`src/rtl/score_arbiter.sv`:
```
// -----------------------------------------------------------------------------
// score_arbiter
//
// Round-robin scheduler sharing the single BCD score incrementer between
// several independent scoring sources. Each source pulses a request per point
// it awards; points accumulate in per-source saturating counters and are
// drained one point per cycle by the current owner, in bursts of at most
// MAX_BURST points, before ownership rotates.
//
// Handshake: a source requests a point by holding req[i] high for exactly one
// cycle; there is no back-pressure, a request is always accepted into pend[i]
// (or flagged in overflow[i] when pend[i] is already saturated). Downstream,
// each cycle with inc=1 transfers exactly one point to the score module on the
// same clock edge that pend[owner] is decremented.
//
// Parameters
//   N_REQ     : number of requesters
//   CNT_W     : width of each pending-point counter (saturates at 2^CNT_W-1)
//   MAX_BURST : maximum consecutive points granted to one owner (>= 1)
//
// Ports
//   clk           : system clock
//   reset         : synchronous active-high reset, clears all state
//   req           : per-source one-cycle point requests
//   game_active   : high = incrementer may be driven, low = pause
//   score_full    : score module saturated, no increments allowed
//   clear_pending : synchronous flush of all pending points
//   inc           : increment enable to the score module
//   grant         : one-hot owner of the incrementer, zero when idle
//   pending_any   : some pending counter is nonzero
//   overflow      : sticky per-source overflow flags
//   fsm_state     : debug view of the arbiter state (0 = IDLE, 1 = SERVE)
// -----------------------------------------------------------------------------
module score_arbiter #(
    parameter int N_REQ     = 4,
    parameter int CNT_W     = 3,
    parameter int MAX_BURST = 4
) (
    input  logic             clk,
    input  logic             reset,
    input  logic [N_REQ-1:0] req,
    input  logic             game_active,
    input  logic             score_full,
    input  logic             clear_pending,
    output logic             inc,
    output logic [N_REQ-1:0] grant,
    output logic             pending_any,
    output logic [N_REQ-1:0] overflow,
    output logic             fsm_state
);

    localparam int PTR_W = (N_REQ > 1) ? $clog2(N_REQ) : 1;
    localparam int BC_W  = $clog2(MAX_BURST + 1);

    localparam logic [CNT_W-1:0] PEND_MAX  = '1;
    localparam logic [BC_W-1:0]  BURST_END = BC_W'(MAX_BURST);
    localparam logic [PTR_W-1:0] LAST_IDX  = PTR_W'(N_REQ - 1);

    typedef enum logic {
        IDLE  = 1'b0,
        SERVE = 1'b1
    } state_t;

    state_t state, state_nxt;

    logic [CNT_W-1:0] pend     [N_REQ];
    logic [CNT_W-1:0] pend_nxt [N_REQ];
    logic [N_REQ-1:0] overflow_nxt;
    logic [N_REQ-1:0] dec;
    logic [N_REQ-1:0] nonzero;

    logic [PTR_W-1:0] ptr, ptr_nxt;
    logic [PTR_W-1:0] owner, owner_nxt;
    logic [BC_W-1:0]  bcnt, bcnt_nxt;

    logic             found;
    logic [PTR_W-1:0] pick;

    // Index (base + off) modulo N_REQ; works for non-power-of-two N_REQ.
    function automatic logic [PTR_W-1:0] wrap_add(input logic [PTR_W-1:0] base,
                                                  input int off);
        int sum;
        sum = int'(base) + off;
        if (sum >= N_REQ) begin
            sum = sum - N_REQ;
        end
        return PTR_W'(sum);
    endfunction

    // ------------------------------------------------------------------
    // Output decode: registered state qualified by the live pause inputs,
    // so inc drops in the same cycle game_active falls.
    // ------------------------------------------------------------------
    assign inc       = (state == SERVE) && game_active && !score_full;
    assign fsm_state = state;

    always_comb begin
        grant = '0;
        for (int i = 0; i < N_REQ; i++) begin
            grant[i] = (state == SERVE) && (owner == PTR_W'(i));
        end
    end

    always_comb begin
        nonzero = '0;
        for (int i = 0; i < N_REQ; i++) begin
            nonzero[i] = (pend[i] != '0);
        end
    end

    assign pending_any = |nonzero;

    // ------------------------------------------------------------------
    // Pending counters. A request on a saturated counter flags overflow and
    // adds nothing; if that counter is also being decremented the request
    // and the decrement cancel, leaving it at the maximum.
    // ------------------------------------------------------------------
    always_comb begin
        dec          = '0;
        overflow_nxt = overflow;
        for (int i = 0; i < N_REQ; i++) begin
            pend_nxt[i] = pend[i];
            dec[i]      = inc && (owner == PTR_W'(i));
            if (clear_pending) begin
                // Same-cycle requests are discarded with the flush.
                pend_nxt[i] = '0;
            end else begin
                if (req[i] && (pend[i] == PEND_MAX)) begin
                    overflow_nxt[i] = 1'b1;
                end
                if (req[i] && !dec[i] && (pend[i] != PEND_MAX)) begin
                    pend_nxt[i] = pend[i] + CNT_W'(1);
                end else if (!req[i] && dec[i]) begin
                    pend_nxt[i] = pend[i] - CNT_W'(1);
                end
            end
        end
    end

    // ------------------------------------------------------------------
    // Round-robin search: first nonzero counter at or after ptr.
    // ------------------------------------------------------------------
    always_comb begin
        found = 1'b0;
        pick  = ptr;
        for (int off = 0; off < N_REQ; off++) begin
            if (!found && nonzero[wrap_add(ptr, off)]) begin
                found = 1'b1;
                pick  = wrap_add(ptr, off);
            end
        end
    end

    // ------------------------------------------------------------------
    // Arbiter FSM next state.
    // ------------------------------------------------------------------
    always_comb begin
        state_nxt = state;
        owner_nxt = owner;
        bcnt_nxt  = bcnt;
        ptr_nxt   = ptr;

        case (state)
            IDLE: begin
                if (found && !score_full) begin
                    state_nxt = SERVE;
                    owner_nxt = pick;
                    bcnt_nxt  = '0;
                end
            end
            SERVE: begin
                // While paused nothing moves: owner, bcnt and pend are held.
                if (inc) begin
                    bcnt_nxt = bcnt + BC_W'(1);
                    if ((pend_nxt[owner] == '0) || (bcnt_nxt == BURST_END)) begin
                        state_nxt = IDLE;
                        ptr_nxt   = (owner == LAST_IDX) ? '0 : owner + PTR_W'(1);
                    end
                end
            end
            default: begin
                state_nxt = IDLE;
            end
        endcase

        // Flush wins over any exit or selection; the rotation pointer keeps
        // its value so fairness history survives the flush.
        if (clear_pending) begin
            state_nxt = IDLE;
            bcnt_nxt  = '0;
            ptr_nxt   = ptr;
        end
    end

    // ------------------------------------------------------------------
    // State registers.
    // ------------------------------------------------------------------
    always_ff @(posedge clk) begin
        if (reset) begin
            state    <= IDLE;
            owner    <= '0;
            bcnt     <= '0;
            ptr      <= '0;
            overflow <= '0;
            for (int i = 0; i < N_REQ; i++) begin
                pend[i] <= '0;
            end
        end else begin
            state    <= state_nxt;
            owner    <= owner_nxt;
            bcnt     <= bcnt_nxt;
            ptr      <= ptr_nxt;
            overflow <= overflow_nxt;
            for (int i = 0; i < N_REQ; i++) begin
                pend[i] <= pend_nxt[i];
            end
        end
    end

endmodule
```
`config.mk`:
```
export PLATFORM = sky130hd
export DESIGN_NAME = score_arbiter
export DESIGN_NICKNAME = d
export VERILOG_FILES = /design/src/rtl/score_arbiter.sv
export SDC_FILE = /design/constraint.sdc
export NUM_CORES = 1
export LEC_CHECK = 0
export BUFFER_PORTS_ARGS = -buffer_cell sky130_fd_sc_hd__buf_2
export CAP_MARGIN = 20
export CORE_ASPECT_RATIO = 1.5
export CORE_UTILIZATION = 40
export DETAILED_ROUTE_END_ITERATION = 6
export PLACE_DENSITY = 0.71
export RECOVER_POWER = 25
export SYNTH_ARGS = -nofsm -noshare
export SYNTH_HDL_FRONTEND = slang
export SYNTH_SLANG_ARGS = --single-unit
```
`constraint.sdc`:
```
create_clock -name clk -period 2.2 [get_ports clk]
set_clock_uncertainty 0.15 [all_clocks]
set_input_delay 0.44 -clock clk [delete_from_list [all_inputs] [get_ports clk]]
set_output_delay 0.44 -clock clk [all_outputs]
set_load 0.01 [all_outputs]
```
---- Yosys cells after proc, flatten, opt, wreduce, memory -nomap -nowiden ----
Memory sizes are Yosys's and may differ from the RTL's.
Cells that the tools add are included.
cells by class
  eq/ne operators ......................... 14
  multiply operators ...................... 0
  mux-type cells .......................... 50
  reduce and logical (&&, ||, !) cells .... 58
  bitwise logic cells ..................... 7
  shifts and indexed selects .............. 0
  divide/modulo/power cells ............... 0
  add/sub/neg operators ................... 17
  $lt $le $gt $ge ......................... 9
operators by type and width
  kind                 count
  $mux 3               20
  $logic_and 1x1->1    30
  $mux 2               9
  $add 3x1->3 const B  5
  $eq 3x3->1 const B   5
  $mux 1               14
  $ge 3x3->1 const B   4
  $logic_not 1->1      12
  $lt 2x3->1 const B   4
  $ne 3x3->1 const B   4
  $reduce_and 2->1     6
  $reduce_bool 3->1    4
  $sub 3x1->3 const B  4
  $bmux 1 s2           4
  $sub 2x1->2 const B  4
  $add 2x2->3 const B  2
  $bmux 3 s2           1
  $pmux 3 s2           1
  $eq 2x2->1 const B   2
  $ne 2x2->1 const B   2
  $or 1x1->1           4
  $reduce_and 4->1     1
  $reduce_or 4->1      1
  $add 2x1->3 const B  1
  other kinds (10)     11
word-level totals
  RAM bits ................................ 12
  register bits after elaboration ......... 12
  bits in read-only memories .............. 0
  word-level logic and storage cells ...... 164
  bits in latches ......................... 0
  memories kept ........................... 1
memory list
  name  depth  bits a word  read ports  clocked after Yosys merged registers in  wr ports  RTL line  source
  pend  4      3            4           0                                        4         66        logic [CNT_W-1:0] pend [N_REQ];

---- Longest topological paths before layout ----
Gate-level depths: netlist of run 1.
  depth in word-level cells ............... 17
  gate-level depth with buffers ........... 9
  gate-level depth less buffers ........... 8

---- Worst setup path before layout of run 1 ----
OpenSTA, ideal clock, no wires.
  kind .................................... reg2reg
  start point ............................. register owner[1]
  end point ............................... register ptr[0]
  period minus slack after synthesis ...... 2465 ps
  buffers on the path ..................... 0
  cell stages (with the launch flop) ...... 8
  required time ........................... 1927 ps
  data arrival time ....................... 2192 ps
  slack ................................... -265 ps
  cell sequence ........................... dfxtp_1 -> ha_1 -> nand4b_4 -> a22o_1 -> a211o_1 -> a222oi_1 -> a31oi_1 -> mux2_1
on the way
  word-level cells in the longest chain between the ends .. 13
RTL lines
  what                                       RTL line  source
  from (decl)                                73        logic [PTR_W-1:0] owner, owner_nxt;
  from (signal assigned)                     210       owner <= owner_nxt;
  $eq 2x2->1 (tied with other cells)         123, 177
  $logic_and 1x1->1                          123       dec[i] = inc && (owner == PTR_W'(i));
  $logic_not 1->1                            131       if (req[i] && !dec[i] && (pend[i] != PEND_MAX)) begin
  $logic_and 1x1->1 (2 in a row)             131
  $mux 3                                     131
  $mux 3                                     124       if (clear_pending) begin
  $bmux 3 s2                                 175       if ((pend_nxt[owner] == '0) || (bcnt_nxt == BURST_END)) begin
  $mux 3 (implied by the code) (2 in a row)  175
  $logic_not 3->1                            175
  $logic_or 1x1->1                           175
  $reduce_and 4->1 (no source line)          n/a
  to (signal assigned)                       212       ptr <= ptr_nxt;
  to (decl)                                  72        logic [PTR_W-1:0] ptr, ptr_nxt;
Several ways; a longest one is shown, not always the timed one. The select of a mux whose other input is x is not followed.
A chain may end at the register's enable or synchronous reset.

---- Worst setup path after layout of run 1 ----
  start point ............................. register owner[0]
  end point ............................... register ptr[0]
The elaborated chain is that of the path after synthesis.

==> summary.md, run 1 <==
| Metric | Value |
|---|---|
| Drt wl/cell | 14.5 µm |
| CP Cell Sequence | inv_2 -> ha_1 -> and4b_2 -> a221o_1 -> a32oi_1 -> o2111ai_2 -> a31oi_4 -> mux2_4 |
| Final GP Congestion | 0.915 |
| Die span in y | 89.5 µm |
| Drt first-iter violations | 114 |
| Switching share of power | 31.3% |
| Core Region | 0.00485 mm² |
| Synth Register Bits | 24 |
| CTS tree | yes |
| CP Class | reg2reg |
| Area growth from synthesis to layout | 44.4% |
| # diodes | 0 |
| Reg2reg path depth | 8 |
| Final core occ | 60.8% |
| R2R Path End | ptr[0] |
| Tmin final | 2.49 ns |
| Post-DP HPWL | 4.50 mm |
| Max Root-Sink Buffers | 2 |
| Place WS | -0.277 ns |
| R2r startpoint | owner[0] |
| First-pass iteration count of the detailed router | 5 |
| Crit path max fanout | 5 |
| Hold Vio Cnt, Final | 0 |
| Relative slew slack | 76.9% |
| Critical-path top delay cell | dfxtp_4 |
| Leak Pwr | 1.31 nW |
| Tcrit/Tclk final | 113% |
| Setup WS post-layout | -0.294 ns |
| Post-route DRC | 0 |
| Fraction of registers with async set/reset | 0% |
| Cell Pwr Density | 365 mW/mm² |
| DRT antenna net count | 0 |
| Hold Path End | overflow[1] |
| WP data required | 2.23 ns |
| Overflow after GRT | 0 |
| DIE WIDTH | 60.3 µm |
| Final non-filler cell total | 405 |
| CTS root buf | clkbuf_8 |
| Register area share after synthesis | 23.5% |
| Post-synth EDFFs | 0 |
| Total GRT Usage | 23.4% |
| Min-delay src | overflow[1] |
| Clk_lat worst skew | 0.28 ns |
| Post-layout total power | 1.07 mW |
| Max Clock Freq | 401 MHz |
| H-tree depth | 1 |
| Post-layout nets | 371 |
| Placed Cells | 395 |
| Largest net degree at the start of global routing | 15 |
| Slew @ Worst Pin | 0.346 ns |
| Bufs and invs on worst path | 1 |
| Clock slew at reported path FFs | 0.09 ns |
| Sequential fraction of design power | 42.9% |
| Mapped Area | 0.00204 mm² |
| Final setup violation count | 3 |
| Synthesized area per cell | 8.03 µm² |
| Design Area, Final | 0.00295 mm² |
| Placement Rows | 31 |
| Netlist cell types | 56 |
| Commonest non-fill, non-tap cells in the layout | 71 x buf_4, 31 x nor2_1, 17 x a21oi_1, 17 x dfxtp_1 |
| Yosys warns | 0 |
| Maximum vdd ir drop | 0.222 mV |
| Clk pwr share | 26.1% |
| # port buffers | 19 |
| CP endpoint kind | flip-flop |
| Dominant synthesized flop cell | dfxtp_1 |
| Status | finished, violations left |
| RSZ-0062 raised after global routing | yes |
| Crit start category | flip-flop |
| Die area | 0.00540 mm² |
| Placed inst area | 0.00274 mm² |
| First-pass GRT wire length | 9.52 mm |
| Max Cap Viol | 0 |
| Initial Util | 42.1% |
| Top Ports | 20 |
| Int Power | 0.738 mW |
| Initial antenna violation count | 0 |
| Gate power share | 31.0% |
| Failing checks | setup timing |
| Mapped Cells | 254 |
| Critical path's top delay family | compound AO/OA/AOI/OAI gates |
| Drt total wl | 5.87 mm |
| Clk sinks | 24 |
| Max Transition Viols Final | 0 |
| Share of layout cells above drive strength 1 | 38.6% |
| Reg-to-reg slack, setup | -0.29 ns |
| Vias per inst | 5.52 |
| Detailed-route via count | 2235 |
| Max stage delay on crit path | 0.41 ns |
| Commonest non-fill, non-tap cell in the layout | buf_4 |
| TritonCTS buffer count | 3 |
| Sw Pwr | 0.336 mW |
| Worst hold-check path type | reg2reg |
| Vias in the first global route | 2210 |
| Hold path cells | 2 |
| Synth Net Count | 285 |
| Worst EP arrival | 2.52 ns |
[through the flow]
stage	TNS, ns	hold WS, ns
after CTS	-0.510	0.328
after floorplan	-0.0924	0.318
final	-0.659	0.326
after detailed placement	-0.531	0.305
after global routing	-0.902	0.362
after global placement	-0.413	0.294
[state kept, by name (all words and copies together), names as in the netlist]
name / flops
owner: 2
ptr: 2
bcnt: 3
pend: 12
fsm_state: 1
overflow: 4
[synth_stat cells, drive strengths merged, types with 4 or more instances]
cell type | count | area (µm²)
nor2 | 32 | 120
dfxtp | 24 | 480
ha | 22 | 275
a21oi | 17 | 85.1
inv | 17 | 63.8
nand2 | 11 | 41.3
nand2b | 11 | 68.8
o21ai | 10 | 50.1
nor2b | 8 | 50.1
clkbuf | 7 | 26.3
mux2i | 7 | 70.1
a31oi | 6 | 37.5
nor3 | 6 | 30.0
a211oi | 5 | 37.5
nand3b | 5 | 37.5
a311oi | 4 | 35.0
and2 | 4 | 30.0
buf | 4 | 28.8
nand4b | 4 | 56.3
xnor2 | 4 | 35.0
[per-layer routing]
layer | vias to the layer above | GRT usage [%] | wire, µm
li1 | 1093 | - | -
met1 | 1078 | 24.1 | 2360
met2 | 46 | 43.4 | 3150
met3 | 18 | 2.03 | 121
met4 | 0 | 15.6 | 235
met5 | - | 0 | 0
[power by group through the flow]
| stage | clock network, mW | registers, mW | logic [mW] |
|---|---|---|---|
| 2_1_floorplan | 0 | 0.475 | 0.166 |
| 3_3_place_gp | 0 | 0.470 | 0.296 |
| 3_5_place_dp | 0 | 0.470 | 0.303 |
| 4_1_cts | 0.293 | 0.460 | 0.312 |
| 5_1_grt | 0.307 | 0.463 | 0.364 |
| 6_report | 0.281 | 0.461 | 0.333 |
[repair_timing]
action | 4_1_cts | 5_1_grt
gates cloned | 0 | 0
pin swaps | 7 | 10
buffers inserted | 4 | 3
hold buffers | 0 | 0
gates resized for setup | 9 | 17
setup endpoints to repair | 4 | 4
[tightest hold or removal path, delay by kind of cell, from the launching register on]
family / cells / cell delay (ns)
flip-flops: 1 / 0.34
AO/OA/AOI/OAI: 1 / 0.04
AND/OR/NAND/NOR: 1 / 0.06
[worst max path at each step]
stage / to / startpoint / slack, ns / cells past startpoint
after CTS: ptr[0] / pend[3][1] / -0.25 / 8
after global placement: ptr[0] / pend[0][0] / -0.24 / 8
after detailed placement: ptr[0] / score_full / -0.28 / 8
after global routing: ptr[0] / owner[0] / -0.36 / 9
after floorplan: ptr[0] / pend[3][1] / -0.09 / 8
final: ptr[0] / owner[0] / -0.29 / 8
[kinds of logic after synthesis]
logic type | synth area share, %
xor+xnor | 2.15
flops | 23.5
buf+inv | 5.82
mux | 3.99
compound gates | 22.3
simple gates | 28.8
fa+ha+maj | 13.5
[cell type report]
cell class | instances | area, µm²
Timing Repair Buffer | 92 | 647
Sequential cell | 24 | 499
Clock inverter | 1 | 3.75
Inverter | 17 | 63.8
Clock buffer | 3 | 41.3
Fill cell | 437 | 1900
Tap cell | 66 | 82.6
Multi-Input combinational cell | 202 | 1610
Note: power is estimated with default switching activity, not from simulation.
==> inputs of run 2 (changes only) <==
==> constraint.sdc (replaced) <==
create_clock -name clk -period 2.2 [get_ports clk]
set_clock_uncertainty 0.15 [all_clocks]
set_input_delay 0.33 -clock clk [delete_from_list [all_inputs] [get_ports clk]]
set_output_delay 0.33 -clock clk [all_outputs]
set_load 0.01 [all_outputs]
==> summary.md, run 2 (synthesis gave the netlist of run 1 again) <==
| Metric | Value |
|---|---|
| Max reg flops | 12 (unchanged) |
| Sequential cell area | 497 µm² (-0.50%) |
| CP Cell Sequence | ha_2 -> ha_4 -> and3_1 -> a31o_2 -> o41ai_4 -> o2111ai_2 -> a31oi_2 -> mux2_4 |
| Slew @ Worst Pin | 0.362 ns (+0.0158 ns) |
| Maximum vdd ir drop | 0.277 mV (+25%) |
| Critical-path top delay cell | dfxtp_2 |
| Drt first-iter violations | 96 (-16%) |
| Drt wl/cell | 15.2 µm (+4.7%) |
| Largest net degree at the start of global routing | 15 (unchanged) |
| Largest registers | pend x12, overflow x4, bcnt x3 |
| Placed Cells | 383 (-3.0%) |
| Register name with the most flops | pend |
| Clock slew at reported path FFs | 0.10 ns (about the same) |
| Initial antenna violation count | 0 (unchanged) |
| Die area | 0.00540 mm² (unchanged) |
| Final TNS setup | -0.594 ns (+0.0656 ns) |
| Vias per inst | 5.54 (+0.46%) |
| WP data required | 2.23 ns (about the same) |
| Final GP Congestion | 0.863 (-5.7%) |
| Total GRT Usage | 22.8% (-0.59 points) |
| Post-CTS Hold Buffers | 0 (unchanged) |
| Area growth from synthesis to layout | 47.1% |
| First-pass iteration count of the detailed router | 5 (unchanged) |
| Post-DP HPWL | 4.20 mm (-6.7%) |
| Max Clock Freq | 403 MHz (+0.41%) |
| CP endpoint kind | flip-flop |
| Max Root-Sink Buffers | 2 (unchanged) |
| Hold Vio Cnt, Final | 0 (unchanged) |
| DIE WIDTH | 60.3 µm (unchanged) |
| Vias in the first global route | 2119 (-4.1%) |
| Design Area, Final | 0.00300 mm² (+1.9%) |
| Reg-to-reg slack, setup | -0.28 ns (about the same) |
| Fillers | 422 (-3.4%) |
| R2R Path End | ptr[0] |
| Commonest non-fill, non-tap cell in the layout | buf_4 |
| Die span in y | 89.5 µm (unchanged) |
| Detailed-route via count | 2223 (-0.54%) |
| Cell Pwr Density | 410 mW/mm² (+12%) |
| Status | finished, violations left |
| H-tree depth | 1 (unchanged) |
| Clk sinks | 24 (unchanged) |
| Crit path max fanout | 5 (unchanged) |
| Min-delay src | clear_pending |
| R2r startpoint | pend[1][0] |
| Top Ports | 20 (unchanged) |
| CTS root buf | clkbuf_8 |
| Final core occ | 61.9% (+1.1 points) |
| Max Cap Viol | 0 (unchanged) |
| Initial Util | 42.1% (unchanged) |
| Post-layout nets | 367 (-1.1%) |
| Clk_lat worst skew | 0.28 ns (about the same) |
| Placement Rows | 31 (unchanged) |
| Max Transition Viols Final | 0 (unchanged) |
| Tcrit/Tclk final | 113% (-0.47 points) |
| DRT antenna net count | 0 (unchanged) |
| RSZ-0062 raised after global routing | yes |
| Failing checks | setup timing |
| Final setup violation count | 3 (unchanged) |
| Hold path cells | 2 (unchanged) |
| Leak Pwr | 1.31 nW (about the same) |
| Commonest non-fill, non-tap cells in the layout | 68 x buf_4, 32 x nor2_1, 17 x a21oi_1, 17 x dfxtp_1, 15 x inv_1 |
| Core Region | 0.00485 mm² (unchanged) |
| Area occupied by multi-input gates | 0.00166 mm² (+2.9%) |
| Hold WS | 0.223 ns (-0.103 ns) |
| Reg2reg path depth | 8 (unchanged) |
| TritonCTS buffer count | 3 (unchanged) |
| Worst EP arrival | 2.51 ns (about the same) |
| Overflow after GRT | 0 (unchanged) |
| Tmin final | 2.48 ns (-0.0103 ns) |
| Worst hold-check path type | in2reg |
| # diodes | 0 (unchanged) |
| CTS tree | yes |
| Relative slew slack | 75.6% (-1.3 points) |
| First-pass GRT wire length | 9.41 mm (-1.1%) |
| Final non-filler cell total | 401 (-0.99%) |
| Placed inst area | 0.00264 mm² (-3.7%) |
| Crit start category | flip-flop |
| Share of layout cells above drive strength 1 | 40.0% (+1.4 points) |
| # port buffers | 19 (unchanged) |
| Drt total wl | 6.08 mm (+3.7%) |
| Max stage delay on crit path | 0.35 ns (-0.06 ns) |
| Hold Path End | pend[0][1] |
| Post-route DRC | 0 (unchanged) |
| CP Class | reg2reg |
| Setup WS post-layout | -0.283 ns (+0.0103 ns) |
run 2: changes by cell type in the layout (fill, tap and decap cells not counted), sizes merged:
cell | before | now
clkinv | 1 | 0
buf | 87 | 84
clkbuf | 8 | 7
bufinv | 0 | 1
run 2: worst max-delay path by stage:
stage	start	end	slack, ns	depth (start not counted)
3_5_place_dp	pend[0][0]	ptr[0]	-0.21	8
4_1_cts	pend[3][1]	ptr[0]	-0.21	8
6_report	pend[1][0]	ptr[0]	-0.28	8
3_3_place_gp	owner[0]	ptr[0]	-0.20	8
5_1_grt	owner[0]	ptr[1]	-0.38	9
2_1_floorplan	pend[3][1]	ptr[0]	-0.09	8
run 2: power breakdown:
group / leakage (nW) / total, mW / switching [mW] / internal, mW
logic: 1.08 / 0.357 / 0.177 / 0.180
registers: 0.199 / 0.463 / 0.0159 / 0.447
clock network: 0.0357 / 0.410 / 0.166 / 0.244
total: 1.31 / 1.23 / 0.359 / 0.871
run 2: per-layer routing:
metal	routed length [µm]	GRT usage, %	up-vias
met3	161	3.18	18
met2	3330	42.4	55
li1	-	-	1081
met4	213	12.1	0
met1	2380	24.0	1069
met5	0	0	-
run 2: critical path, delay by kind of cell, from the launching register on:
kind	cells	cell delay [ns]
AND/OR/NAND/NOR	1	0.16
multiplexers	1	0.32
flip-flops	1	0.35
adder cells (fa/ha/maj)	2	0.37
AO/OA/AOI/OAI	4	1.04
run 2: layout make-up:
type | count | area share (%)
Clock buffer | 3 | 1.38
Clock inverter | 1 | 1.00
Inverter | 17 | 2.29
Multi-Input combinational cell | 202 | 55.1
Sequential cell | 24 | 16.5
Tap cell | 66 | 2.75
Timing Repair Buffer | 88 | 20.9
run 2: timing repair:
item,4_1_cts,5_1_grt
buffers inserted,6,8
setup endpoints to repair,4,4
hold endpoints to repair,0,0
resized for setup,20,16
pin swaps,9,9
run 2: per-stage QoR:
stage               setup slack (ns)  total power [mW]
global placement              -0.196             0.747
global route                  -0.376              1.30
detailed placement            -0.213             0.753
floorplan                    -0.0924             0.640
finish                        -0.283              1.23
CTS                           -0.208              1.20
==> inputs of run 3 (changes only) <==
Settings changed: PLACE_DENSITY 0.71 to 0.69.
Clock period 2.2 ns to 3.1 ns, I/O delays scaled along.
==> summary.md, run 3 (synthesis gave the netlist of run 1 again) <==
| Metric | Value |
|---|---|
| Status | finished clean |
| Hold Path End | overflow[0] |
| Post-route DRC | 0 (unchanged) |
| DRT antenna net count | 0 (unchanged) |
| Vias in the first global route | 1784 (-16%) |
| Met3 usage | 2.17% (-1.0 points) |
| Max Clock Freq | 354 MHz (-12%) |
| Vias per inst | 5.67 (+2.3%) |
| Clk_lat worst skew | 0.28 ns (about the same) |
| Drt wl/cell | 14.8 µm (-2.4%) |
| Tmin final | 2.83 ns (+0.345 ns) |
| Top Ports | 20 (unchanged) |
| Tcrit/Tclk final | 91.2% (-22 points) |
| CTS tree | yes |
| Post_cts resized | 0 (-100%) |
| Area growth from synthesis to layout | 8.52% |
| Reg2reg path depth | 7 (-1) |
| CTS root buf | clkbuf_8 |
| Reg-to-reg slack, setup | 0.27 ns (+0.55 ns) |
| Die area | 0.00540 mm² (unchanged) |
| TritonCTS buffer count | 3 (unchanged) |
| Final GP Congestion | 0.884 (+2.5%) |
| First-pass iteration count of the detailed router | 5 (unchanged) |
| Fillers | 497 (+18%) |
| Hold path cells | 2 (unchanged) |
| Worst EP arrival | 2.85 ns (+0.34 ns) |
| Final TNS setup | 0 ns (+0.594 ns) |
| H-tree depth | 1 (unchanged) |
| DIE WIDTH | 60.3 µm (unchanged) |
| R2R Path End | ptr[0] |
| First-pass GRT wire length | 8.27 mm (-12%) |
| Die span in y | 89.5 µm (unchanged) |
| Post-CTS Hold Buffers | 0 (unchanged) |
| Max Cap Viol | 0 (unchanged) |
| Max Root-Sink Buffers | 2 (unchanged) |
| Setup Buffers After CTS | 0 (-6) |
| WP data required | 3.12 ns (+0.89 ns) |
| Cell Pwr Density | 308 mW/mm² (-25%) |
| Initial antenna violation count | 0 (unchanged) |
| Commonest non-fill, non-tap cells in the layout | 32 x nor2_1, 24 x dfxtp_1, 22 x ha_1 |
| Placement Rows | 31 (unchanged) |
| Relative slew slack | 62.7% (-13 points) |
| Max reg flops | 12 (unchanged) |
| R2r startpoint | fsm_state |
| Register name with the most flops | pend |
| GR Layer Usage met2 | 34.6% (-7.8 points) |
| Min-delay src | overflow[0] |
| Clk sinks | 24 (unchanged) |
| CP endpoint kind | flip-flop |
| Crit start category | flip-flop |
| Drt first-iter violations | 56 (-42%) |
| Leak Pwr | 0.947 nW (-28%) |
| Maximum vdd ir drop | 0.145 mV (-48%) |
| Drt total wl | 4.93 mm (-19%) |
| Post-DP HPWL | 3.75 mm (-11%) |
| Busiest grt layer | met2 |
| Slew @ Worst Pin | 0.559 ns (+0.197 ns) |
| Commonest non-fill, non-tap cell in the layout | nor2_1 |
| Max Transition Viols Final | 0 (unchanged) |
| Share of layout cells above drive strength 1 | 12.4% (-28 points) |
| Overflow after GRT | 0 (unchanged) |
| Total GRT Usage | 20.3% (-2.5 points) |
| RSZ-0062 raised after global routing | no |
| Grt met1 use | 24.6% (+0.52 points) |
| Final setup violation count | 0 (-3) |
| Worst hold-check path type | reg2reg |
| # diodes | 0 (unchanged) |
| Initial Util | 42.1% (unchanged) |
| Core Region | 0.00485 mm² (unchanged) |
| Post-layout nets | 300 (-18%) |
| CP Class | reg2reg |
| Hold Vio Cnt, Final | 0 (unchanged) |
| Largest net degree at the start of global routing | 16 (+1) |
| Crit path max fanout | 15 (+10) |
| # port buffers | 19 (unchanged) |
| Largest registers | pend x12, overflow x4, bcnt x3 |
| Detailed-route via count | 1888 (-15%) |
| Post-layout total power | 0.683 mW (-44%) |
| Clock slew at reported path FFs | 0.09 ns (about the same) |
## run 3: cell types whose count changed in the layout (fill, tap and decap cells not counted), sizes merged
cell	delta
bufinv	-1
buf	-67
## run 3: report_power, final
group,total [mW],switching (mW),internal (mW),leakage [nW]
clock,0.198,0.111,0.0875,0.0216
combinational,0.150,0.0893,0.0610,0.731
sequential,0.334,0.0168,0.317,0.195
total,0.683,0.217,0.466,0.947
## run 3: layout make-up
cell class / instances / area, µm² / area share [%]
Inverter: 17 / 63.8 / 2.88
Timing Repair Buffer: 21 / 105 / 4.75
Multi-Input combinational cell: 202 / 1440 / 65.1
Clock buffer: 3 / 41.3 / 1.86
Tap cell: 66 / 82.6 / 3.73
Sequential cell: 24 / 480 / 21.7
## run 3: per-layer routing
layer	up-vias	share of wire [%]	wire, µm
met5	-	0	0
met4	0	3.2	157
met3	13	2.7	132
met2	42	50	2480
met1	874	44	2160
li1	959	-	-
## run 3: worst max path at each step
stage / from / endpoint / slack, ns / depth (start not counted)
4_1_cts: fsm_state / ptr[0] / 0.33 / 7
3_3_place_gp: fsm_state / ptr[0] / 0.42 / 7
3_5_place_dp: owner[1] / ptr[0] / 0.35 / 8
2_1_floorplan: owner[1] / ptr[0] / 0.63 / 7
5_1_grt: fsm_state / ptr[0] / 0.1 / 7
6_report: fsm_state / ptr[0] / 0.27 / 7
## run 3: critical path: stages (launching register included)
cell      delay, ns
dfxtp_1        0.68
nand3b_1       0.31
inv_1          0.26
a311oi_1       0.12
a211o_1        0.25
a222oi_1       0.40
a31oi_1        0.21
mux2_1         0.34
## run 3: stage by stage
stage	util, %	std cells	setup slack (ns)	cell area (µm²)	hold slack, ns
floorplan	-	254	0.635	2040	0.318
global placement	44.9	330	0.415	2180	0.299
detailed placement	44.9	330	0.350	2180	0.303
CTS	45.8	333	0.328	2220	0.331
global route	45.7	333	0.0994	2210	0.359
finish	45.7	333	0.271	2210	0.329
